File: src/rtl/ldm_stm_sequencer.sv
// -----------------------------------------------------------------------------
// ldm_stm_sequencer
//
// Multi-cycle sequencer for ARM load/store-multiple instructions. When the
// decoder flags an LDM/STM in ID (start), this block latches the instruction
// and the base register value. It then walks the 16-bit register list and
// issues one word transfer per cycle between data RAM and the register file.
// For the whole sequence it holds the front end via stall. When W=1 it
// finishes with a base-register writeback.
//
// Sequence: IDLE -> CALC -> XFER x n -> [WB] -> FIN -> IDLE
//
// Ports
//   clk        rising-edge clock
//   reset      synchronous, active-low reset
//   start      decoded LDM/STM valid in ID this cycle
//   instr      P=[24] U=[23] W=[21] L=[20] Rn=[19:16] list=[15:0]
//   base_val   value of Rn, sampled together with start
//   rf_rdata   same-cycle RF read data for rf_raddr (STM source)
//   mem_rdata  same-cycle RAM read data for mem_addr (LDM source)
//   stall      hold PC/IF-ID and select the ID NOP mux
//   busy       sequencer is not idle
//   mem_en     memory access valid this cycle
//   mem_rw     1 = store (write), 0 = load (read)
//   mem_size   always word (2'b00)
//   mem_addr   access address
//   mem_wdata  store data (rf_rdata during an STM transfer, else 0)
//   rf_raddr   register being stored
//   rf_we      RF write enable (load data or base writeback)
//   rf_waddr   RF write register
//   rf_wdata   RF write data
//   done       one-cycle pulse when the sequence completes
// -----------------------------------------------------------------------------
module ldm_stm_sequencer #(
    parameter int ADDR_W     = 32,
    parameter int DATA_W     = 32,
    parameter int WORD_BYTES = 4
) (
    input  logic              clk,
    input  logic              reset,
    input  logic              start,
    input  logic [31:0]       instr,
    input  logic [ADDR_W-1:0] base_val,
    input  logic [DATA_W-1:0] rf_rdata,
    input  logic [DATA_W-1:0] mem_rdata,
    output logic              stall,
    output logic              busy,
    output logic              mem_en,
    output logic              mem_rw,
    output logic [1:0]        mem_size,
    output logic [ADDR_W-1:0] mem_addr,
    output logic [DATA_W-1:0] mem_wdata,
    output logic [3:0]        rf_raddr,
    output logic              rf_we,
    output logic [3:0]        rf_waddr,
    output logic [DATA_W-1:0] rf_wdata,
    output logic              done
);

    typedef enum logic [2:0] {
        S_IDLE,
        S_CALC,
        S_XFER,
        S_WB,
        S_FIN
    } state_t;

    state_t            r_state;
    logic              r_p;
    logic              r_u;
    logic              r_w;
    logic              r_l;
    logic [3:0]        r_rn;
    logic [15:0]       r_list;      // registers still to transfer
    logic [ADDR_W-1:0] r_base;
    logic [ADDR_W-1:0] r_cur;       // address of the next transfer
    logic [ADDR_W-1:0] r_wb_val;
    logic              r_do_wb;

    logic [4:0]        w_n;
    logic [ADDR_W-1:0] w_span;
    logic [ADDR_W-1:0] w_stride;
    logic [ADDR_W-1:0] w_start_addr;
    logic [3:0]        w_reg;
    logic [15:0]       w_list_next;
    logic              w_unused_instr;

    // Condition code, opcode and S bit do not affect the sequence.
    assign w_unused_instr = ^{instr[31:25], instr[22]};

    function automatic logic [4:0] popcount16(input logic [15:0] v);
        logic [4:0] cnt;
        cnt = '0;
        for (int i = 0; i < 16; i++) begin
            cnt = cnt + 5'(v[i]);
        end
        return cnt;
    endfunction

    assign w_n      = popcount16(r_list);
    assign w_stride = ADDR_W'(WORD_BYTES);
    assign w_span   = ADDR_W'(w_n) * w_stride;

    // The lowest-numbered register always goes to the lowest address. Every
    // mode therefore walks upward from a mode-dependent start address.
    always_comb begin
        w_start_addr = r_base;
        case ({r_p, r_u})
            2'b01:   w_start_addr = r_base;                      // IA
            2'b11:   w_start_addr = r_base + w_stride;           // IB
            2'b00:   w_start_addr = r_base - w_span + w_stride;  // DA
            default: w_start_addr = r_base - w_span;             // DB
        endcase
    end

    // Lowest set bit of the remaining list. The loop runs downward, so the
    // final assignment is the lowest index.
    always_comb begin
        // NOTE: a default before any conditional assignment keeps this purely
        // combinational; a path that left w_reg unassigned would infer a latch.
        w_reg = 4'd0;
        for (int i = 15; i >= 0; i--) begin
            if (r_list[i]) begin
                w_reg = 4'(i);
            end
        end
    end

    // Clearing the lowest set bit: v & (v - 1).
    assign w_list_next = r_list & (r_list - 16'd1);

    always_ff @(posedge clk) begin
        // NOTE: sequential state uses non-blocking assignments, so every
        // register in this block samples pre-edge values regardless of order.
        if (!reset) begin
            r_state  <= S_IDLE;
            r_p      <= 1'b0;
            r_u      <= 1'b0;
            r_w      <= 1'b0;
            r_l      <= 1'b0;
            r_rn     <= 4'd0;
            r_list   <= 16'd0;
            r_base   <= '0;
            r_cur    <= '0;
            r_wb_val <= '0;
            r_do_wb  <= 1'b0;
        end else begin
            case (r_state)
                S_IDLE: begin
                    if (start) begin
                        r_p     <= instr[24];
                        r_u     <= instr[23];
                        r_w     <= instr[21];
                        r_l     <= instr[20];
                        r_rn    <= instr[19:16];
                        r_list  <= instr[15:0];
                        r_base  <= base_val;
                        r_state <= S_CALC;
                    end
                end
                S_CALC: begin
                    r_cur    <= w_start_addr;
                    r_wb_val <= r_u ? (r_base + w_span) : (r_base - w_span);
                    // If a load overwrites the base register, the loaded value
                    // wins. An empty list leaves the base untouched.
                    r_do_wb  <= r_w && (r_list != 16'd0) && !(r_l && r_list[r_rn]);
                    r_state  <= (r_list == 16'd0) ? S_FIN : S_XFER;
                end
                S_XFER: begin
                    r_list <= w_list_next;
                    r_cur  <= r_cur + w_stride;
                    if (w_list_next == 16'd0) begin
                        r_state <= r_do_wb ? S_WB : S_FIN;
                    end
                end
                S_WB:    r_state <= S_FIN;
                S_FIN:   r_state <= S_IDLE;
                default: r_state <= S_IDLE;
            endcase
        end
    end

    // Outputs decode only the registered state. The exceptions are stall in
    // IDLE, which must stop the front end in the same cycle as start, and the
    // same-cycle RAM/RF read data passed through during XFER.
    assign busy     = (r_state != S_IDLE);
    assign mem_size = 2'b00;

    always_comb begin
        stall     = 1'b0;
        mem_en    = 1'b0;
        mem_rw    = 1'b0;
        mem_addr  = '0;
        mem_wdata = '0;
        rf_raddr  = 4'd0;
        rf_we     = 1'b0;
        rf_waddr  = 4'd0;
        rf_wdata  = '0;
        done      = 1'b0;
        case (r_state)
            S_IDLE: stall = start;
            S_CALC: stall = 1'b1;
            S_XFER: begin
                stall    = 1'b1;
                mem_en   = 1'b1;
                mem_rw   = !r_l;
                mem_addr = r_cur;
                if (r_l) begin
                    rf_we    = 1'b1;
                    rf_waddr = w_reg;
                    rf_wdata = mem_rdata;
                end else begin
                    rf_raddr  = w_reg;
                    mem_wdata = rf_rdata;
                end
            end
            S_WB: begin
                stall    = 1'b1;
                rf_we    = 1'b1;
                rf_waddr = r_rn;
                rf_wdata = DATA_W'(r_wb_val);
            end
            S_FIN:   done = 1'b1;
            default: ;
        endcase
    end

endmodule

File: config.mk
export PLATFORM = sky130hd
export DESIGN_NAME = ldm_stm_sequencer
export DESIGN_NICKNAME = d
export VERILOG_FILES = /design/src/rtl/ldm_stm_sequencer.sv
export SDC_FILE = /design/constraint.sdc
export NUM_CORES = 1
export LEC_CHECK = 0
export CORE_ASPECT_RATIO = 0.75
export CORE_MARGIN = 1.5
export CORE_UTILIZATION = 45
export DETAILED_ROUTE_END_ITERATION = 10
export PLACE_DENSITY = 0.79
export SYNTH_ARGS = -nofsm -noshare
export SYNTH_HDL_FRONTEND = slang
export SYNTH_SLANG_ARGS = --single-unit
File: constraint.sdc
create_clock -name clk -period 7.8 [get_ports clk]
set_input_delay 0.78 -clock clk [delete_from_list [all_inputs] [get_ports clk]]
set_output_delay 0.78 -clock clk [all_outputs]
set_load 0.05 [all_outputs]
; ---- Word-level counts from Yosys, hierarchy flattened
; Cells that the tools add are included.
[word_totals]
out_inout_bits = 112
register_bits = 124
[classes]
n_bitwise = 1
mux = 43
n_addsub = 21
n_reduce_logical = 17
eq_ne = 8
order_cmp = 1
[ops]
columns = cell, count
row1 = 32-bit two-way mux, 5
row2 = 32-bit one-hot mux with 2 select lines, 2
row3 = "32-bit by 3-bit adder with 32-bit output, second input constant", 3
row4 = 32-bit one-hot mux with 3 select lines, 1
row5 = 4-bit two-way mux, 19
row6 = 5-bit by 1-bit adder with 5-bit output, 11
row7 = 32-bit by 7-bit adder with 32-bit output, 1
row8 = 16-bit zero test, 2
row9 = 16-bit one-hot mux with 2 select lines, 1
row10 = 32-bit by 7-bit subtractor with 32-bit output, 1
row11 = 16-bit AND, 1
row12 = 16-bit two-way mux, 1
row13 = 16-bit nonzero test, 1
row14 = "16-bit by 1-bit subtractor with 16-bit output, second input constant", 1
row15 = 3-bit two-way mux, 4
row16 = 3-bit one-hot mux with 4 select lines, 1
row17 = 4-bit one-hot mux with 2 select lines, 1
row18 = "3-bit by 2-bit == test with 1-bit output, second input constant", 2
row19 = 2-bit AND reduction, 3
row20 = 4-bit by 1-bit adder with 5-bit output, 1
row21 = "4-bit by 5-bit < comparator with 1-bit output, second input constant", 1
row22 = 1-bit two-way mux, 5
row23 = 3-bit by 1-bit adder with 4-bit output, 1
row24 = 1-bit binary-select mux with 4-bit select, 1
row25 = 15 further kinds, 21

; ---- Logic depth before layout (Yosys ltp)
[depth]
ltp_word = 19
mapped_depth = 24
mapped_depth_nobuf = 23

; ---- Worst setup path before layout
; No wires, ideal clock.
[synth_path]
path_type = register -> register
from = reg r_list[0]
to = reg r_cur[31]
stages_incl_launch_ff = 20
synth_period_minus_slack_ns = 6.422
setup_ns = 0.127
required_ns = 7.673
path_buffers = 1
t_arrival_ns = 6.294
slack_ns = 1.378
cell_sequence = dfxtp_1 > inv_1 > fa_1 > fa_1 > fa_1 > fa_1 > inv_1 > ha_1 > fa_1 > fa_1 > or2_2 > a211oi_1 > clkbuf_1 > nor3_1 > xnor2_1 > nand3_1 > nor4b_4 > nand3_1 > nor4b_1 > nor3_1
[synth_between]
elab_chain_len = 19
[synth_lines]
columns = item, line
row1 = "start, declared", 74  ; logic [15:0] r_list;
row2 = "start signal, assigned", 156  ; r_list <= instr[15:0];
row3 = "start signal, assigned", 170  ; r_list <= w_list_next;
row4 = 1-bit by 1-bit adder with 2-bit output *, 95  ; cnt = cnt + 5'(v[i]);
row5 = 2-bit by 1-bit adder with 3-bit output *, 95
row6 = 3-bit by 1-bit adder with 4-bit output *, 95
row7 = 4-bit by 1-bit adder with 5-bit output *, 95
row8 = 5-bit by 1-bit adder with 5-bit output * (11 in a row), 95
row9 = 32-bit by 7-bit subtractor with 32-bit output *, "111, 112"
row10 = 32-bit by 3-bit adder with 32-bit output, 111  ; 2'b00: w_start_addr = r_base - w_span + w_stride;
row11 = 32-bit one-hot mux with 3 select lines *, 108  ; case ({r_p, r_u})
row12 = 32-bit one-hot mux with 2 select lines *, 148  ; case (r_state)
row13 = "end signal, assigned", 162  ; r_cur <= w_start_addr;
row14 = "end signal, assigned", 171  ; r_cur <= r_cur + w_stride;
row15 = "end, declared", 76  ; logic [ADDR_W-1:0] r_cur;
; Every way passes the cells marked *; elsewhere a longest branch is shown, timed or not.
; A chain may end at the register's enable or synchronous reset.

; ---- Worst setup path in the final report
[layout_path]
from = reg r_list[13]
to = reg r_cur[28]
[layout_between]
elab_chain_len = 7
[layout_lines]
columns = item, line
row1 = 5-bit by 1-bit adder with 5-bit output * (3 in a row), 95
row2 = 32-bit by 7-bit subtractor with 32-bit output *, "111, 112"
row3 = 32-bit by 3-bit adder with 32-bit output, 111
row4 = 32-bit one-hot mux with 3 select lines *, 108
row5 = 32-bit one-hot mux with 2 select lines *, 148
; Marked as above.

==> results.toml <==
[synth]
synthMostInstantiatedCell = "nand2_1"
synth_edf_count = 0
synth_top_area_cell = "dfxtp_1"
synthArstFlopShare_pct = 0
yosys_most_used_dff = "dfxtp_1"
synth_seq_cells = 124
ys_top_cells_by_area = "dfxtp_1, a21oi_1, nand2_1"
ys.warnings.count = 0
ys_seq_area_share_pct = 24.0
syn_area_sq_um = 10300
netlist.area_leader.share_pct = 24.0
ys_types = 76
syn_avg_cell_area_sq_um = 6.99
synth_common_cells = "nand2_1, a21oi_1, nor2_1"
synthCells = 1479

[worst_setup_path]
cp-startpoint = "r_list[13]"
crit_fanout = 8
r2r-end = "r_cur[28]"
crit_required_ns = 8.12
r2r_slack_ns = 0.47
critPathKind = "register to register"
arrival_ns = 7.65
start_kind = "register"
end_kind = "register"
ff2ff_path_depth = 21
r2r-start = "r_list[13]"

[pwr]
power.density_nw_per_um2 = 521
pwr-share-seq_pct = 15.1
p_leak_nw = 4.85
p_total_mw = 6.95
power_switching_mw = 3.89
vdd_drop_max_mv = 0.404
swShare_pct = 55.9
power.internal_mw = 3.07
p_comb_share_pct = 73.1
p_clk_share_pct = 11.8

[global_route]
grt_pass1_wl_microns = 60100
antenna_found_initial = 1
gr-usage-all-layers_pct = 32.7
grt_overflow_total = 0
grt_pass1_vias = 10800
grt_max_degree = 66

[detailed_routing]
vias_per_cell = 6.16
route.detailed.drc = 0
avgRoutedWirePerCell_microns = 20.7
drtIter0Drc = 1509
firstDrtPassIters = 5
drtAntennaViolNets = 0
num_vias = 12000
finalWirelength_microns = 40100

[place]
pre_cts_ws_ns = 0.702
dpl_cell_area_sq_um = 12700
port_buffers = 232
gp_congestion = 1.01
dp.cells = 1907
hpwl_microns = 29900

[timing]
finalHoldViolations = 0
max_slew_margin_pct = 17.7
fin_crit_ns = 7.33
setup_viol = 0
fin_worst_skew_ns = 0.0128
grt_setup_unrepaired = "false"
whs_ns = 0.448
period_share_pct = 94.0
fmaxAchievable_mhz = 136
tns_ns = 0
worst_pin_slew_ns = 1.23
drv_slew = 0
layout_setup_ws_ns = 0.472

[clock_network]
numCtsBuffers = 17
cts_hold_buf = 0
cts_sinks = 124
root_buffer = "clkbuf_16"
postCtsSetupBuffers = 0
clock_latency_ns = 0.44
h-tree-depth = 4
tritoncts = "done"
cts_resized = 0
ctsLongestPathBuffers = 2
path_clk_slew_ns = 0.07

[cells_and_area]
fillers = 2078
stdcell_count = 1939
drive_above_1_share_pct = 5.35
final_area_sq_um = 13300
antenna_cells = 0
final_net_count = 1798
final-seq-area_sq_um = 2480
final_util_pct = 59.8
area_growth_pct = 29.0
multi_input_area_sq_um = 7210

[hold_path]
whs_endpoint = "r_cur[0]"
hp-start = "r_cur[0]"
hp-class = "register to register"
holdPathStages = 2

[floorplanning]
core_area_sq_um = 22300
rows = 47
ios = 243
dieArea_sq_um = 23900
die_y_microns = 134
die_w_microns = 178
initial_core_util_pct = 46.4

[flow_run]
cap_violations = 0

[run_status]
status = "finished, final reports clean"
cell usage in the layout (no fill, tap or decap), drive strengths merged, types with 30 or more instances in the layout:
cell           synthesis  layout
nand2                204     204
and2                  77      77
inv                   48      54
xor2                  31      31
nor3                  30      30
clkdlybuf4s50          0     232
a22oi                 44      44
xnor2                 50      50
nand3                 48      48
a21oi                155     155
dfxtp                124     124
o21ai                 78      78
nor2                 131     131
state kept, by name, summed over array words and instances, names as in the netlist:
signal / flops
r_rn: 4
r_u: 1
r_wb_val: 32
r_list: 16
r_w: 1
r_base: 32
r_state: 3
r_do_wb: 1
r_l: 1
r_p: 1
r_cur: 32
metal layers:
metal / GRT usage, % / routed length [microns] / vias to the layer above
met3: 9.95 / 4820 / 80
li1: - / - / 5562
met5: 0 / 9 / -
met2: 50.3 / 17700 / 658
met1: 44.1 / 16600 / 5648
met4: 8.87 / 909 / 2
worst max path at each step:
stage,to,slack (ns),depth (start not counted)
2_1_floorplan,r_cur[31],1.38,19
4_1_cts,r_cur[28],0.61,21
3_3_place_gp,r_cur[28],0.80,21
6_report,r_cur[28],0.47,21
3_5_place_dp,r_cur[28],0.70,21
5_1_grt,r_cur[26],0.14,21
worst max-delay path, stage by stage (launching register included):
cell and delay (ns):
dfxtp_1 0.47, inv_1 0.14, fa_1 0.49, fa_1 0.59, fa_1 0.47, fa_1 0.45, inv_1 0.08, ha_1 0.17
fa_1 0.23, a21o_1 0.13, and2_1 0.19, inv_1 0.07, ha_1 0.30, or4_1 0.56, or4_4 0.54, or4_4 0.50
a222oi_1 0.59, nand4_1 0.43, nor3b_2 0.39, nand4_1 0.17, mux2i_1 0.20, a21oi_1 0.08
power by group through the flow:
| stage | registers, mW | clock network [mW] | logic [mW] |
|---|---|---|---|
| final | 1.05 | 0.823 | 5.08 |
| after global routing | 1.07 | 0.860 | 5.45 |
| after CTS | 1.04 | 0.829 | 4.92 |
| after detailed placement | 1.05 | 0 | 4.88 |
| after global placement | 1.04 | 0 | 4.80 |
| after floorplan | 0.912 | 0 | 3.56 |
final cells by class:
class | instances | share of cell area, %
Sequential cell | 124 | 18.6
Timing Repair Buffer | 255 | 18.7
Tap cell | 294 | 2.76
Multi-Input combinational cell | 1184 | 54.0
Clock buffer | 18 | 3.29
Clock inverter | 14 | 1.18
Inverter | 50 | 1.41
cell families after synthesis:
| family | Yosys count | synth area share (%) |
|---|---|---|
| buffers and inverters | 172 | 6.45 |
| AO/OA/AOI/OAI | 427 | 25.7 |
| other | 1 | 0.0363 |
| adder cells (fa/ha/maj) | 35 | 5.11 |
| multiplexers | 13 | 1.88 |
| XOR/XNOR | 81 | 6.86 |
| flip-flops | 124 | 24.0 |
| AND/OR/NAND/NOR | 626 | 30.0 |
Note: power is estimated with default switching activity, not from simulation.
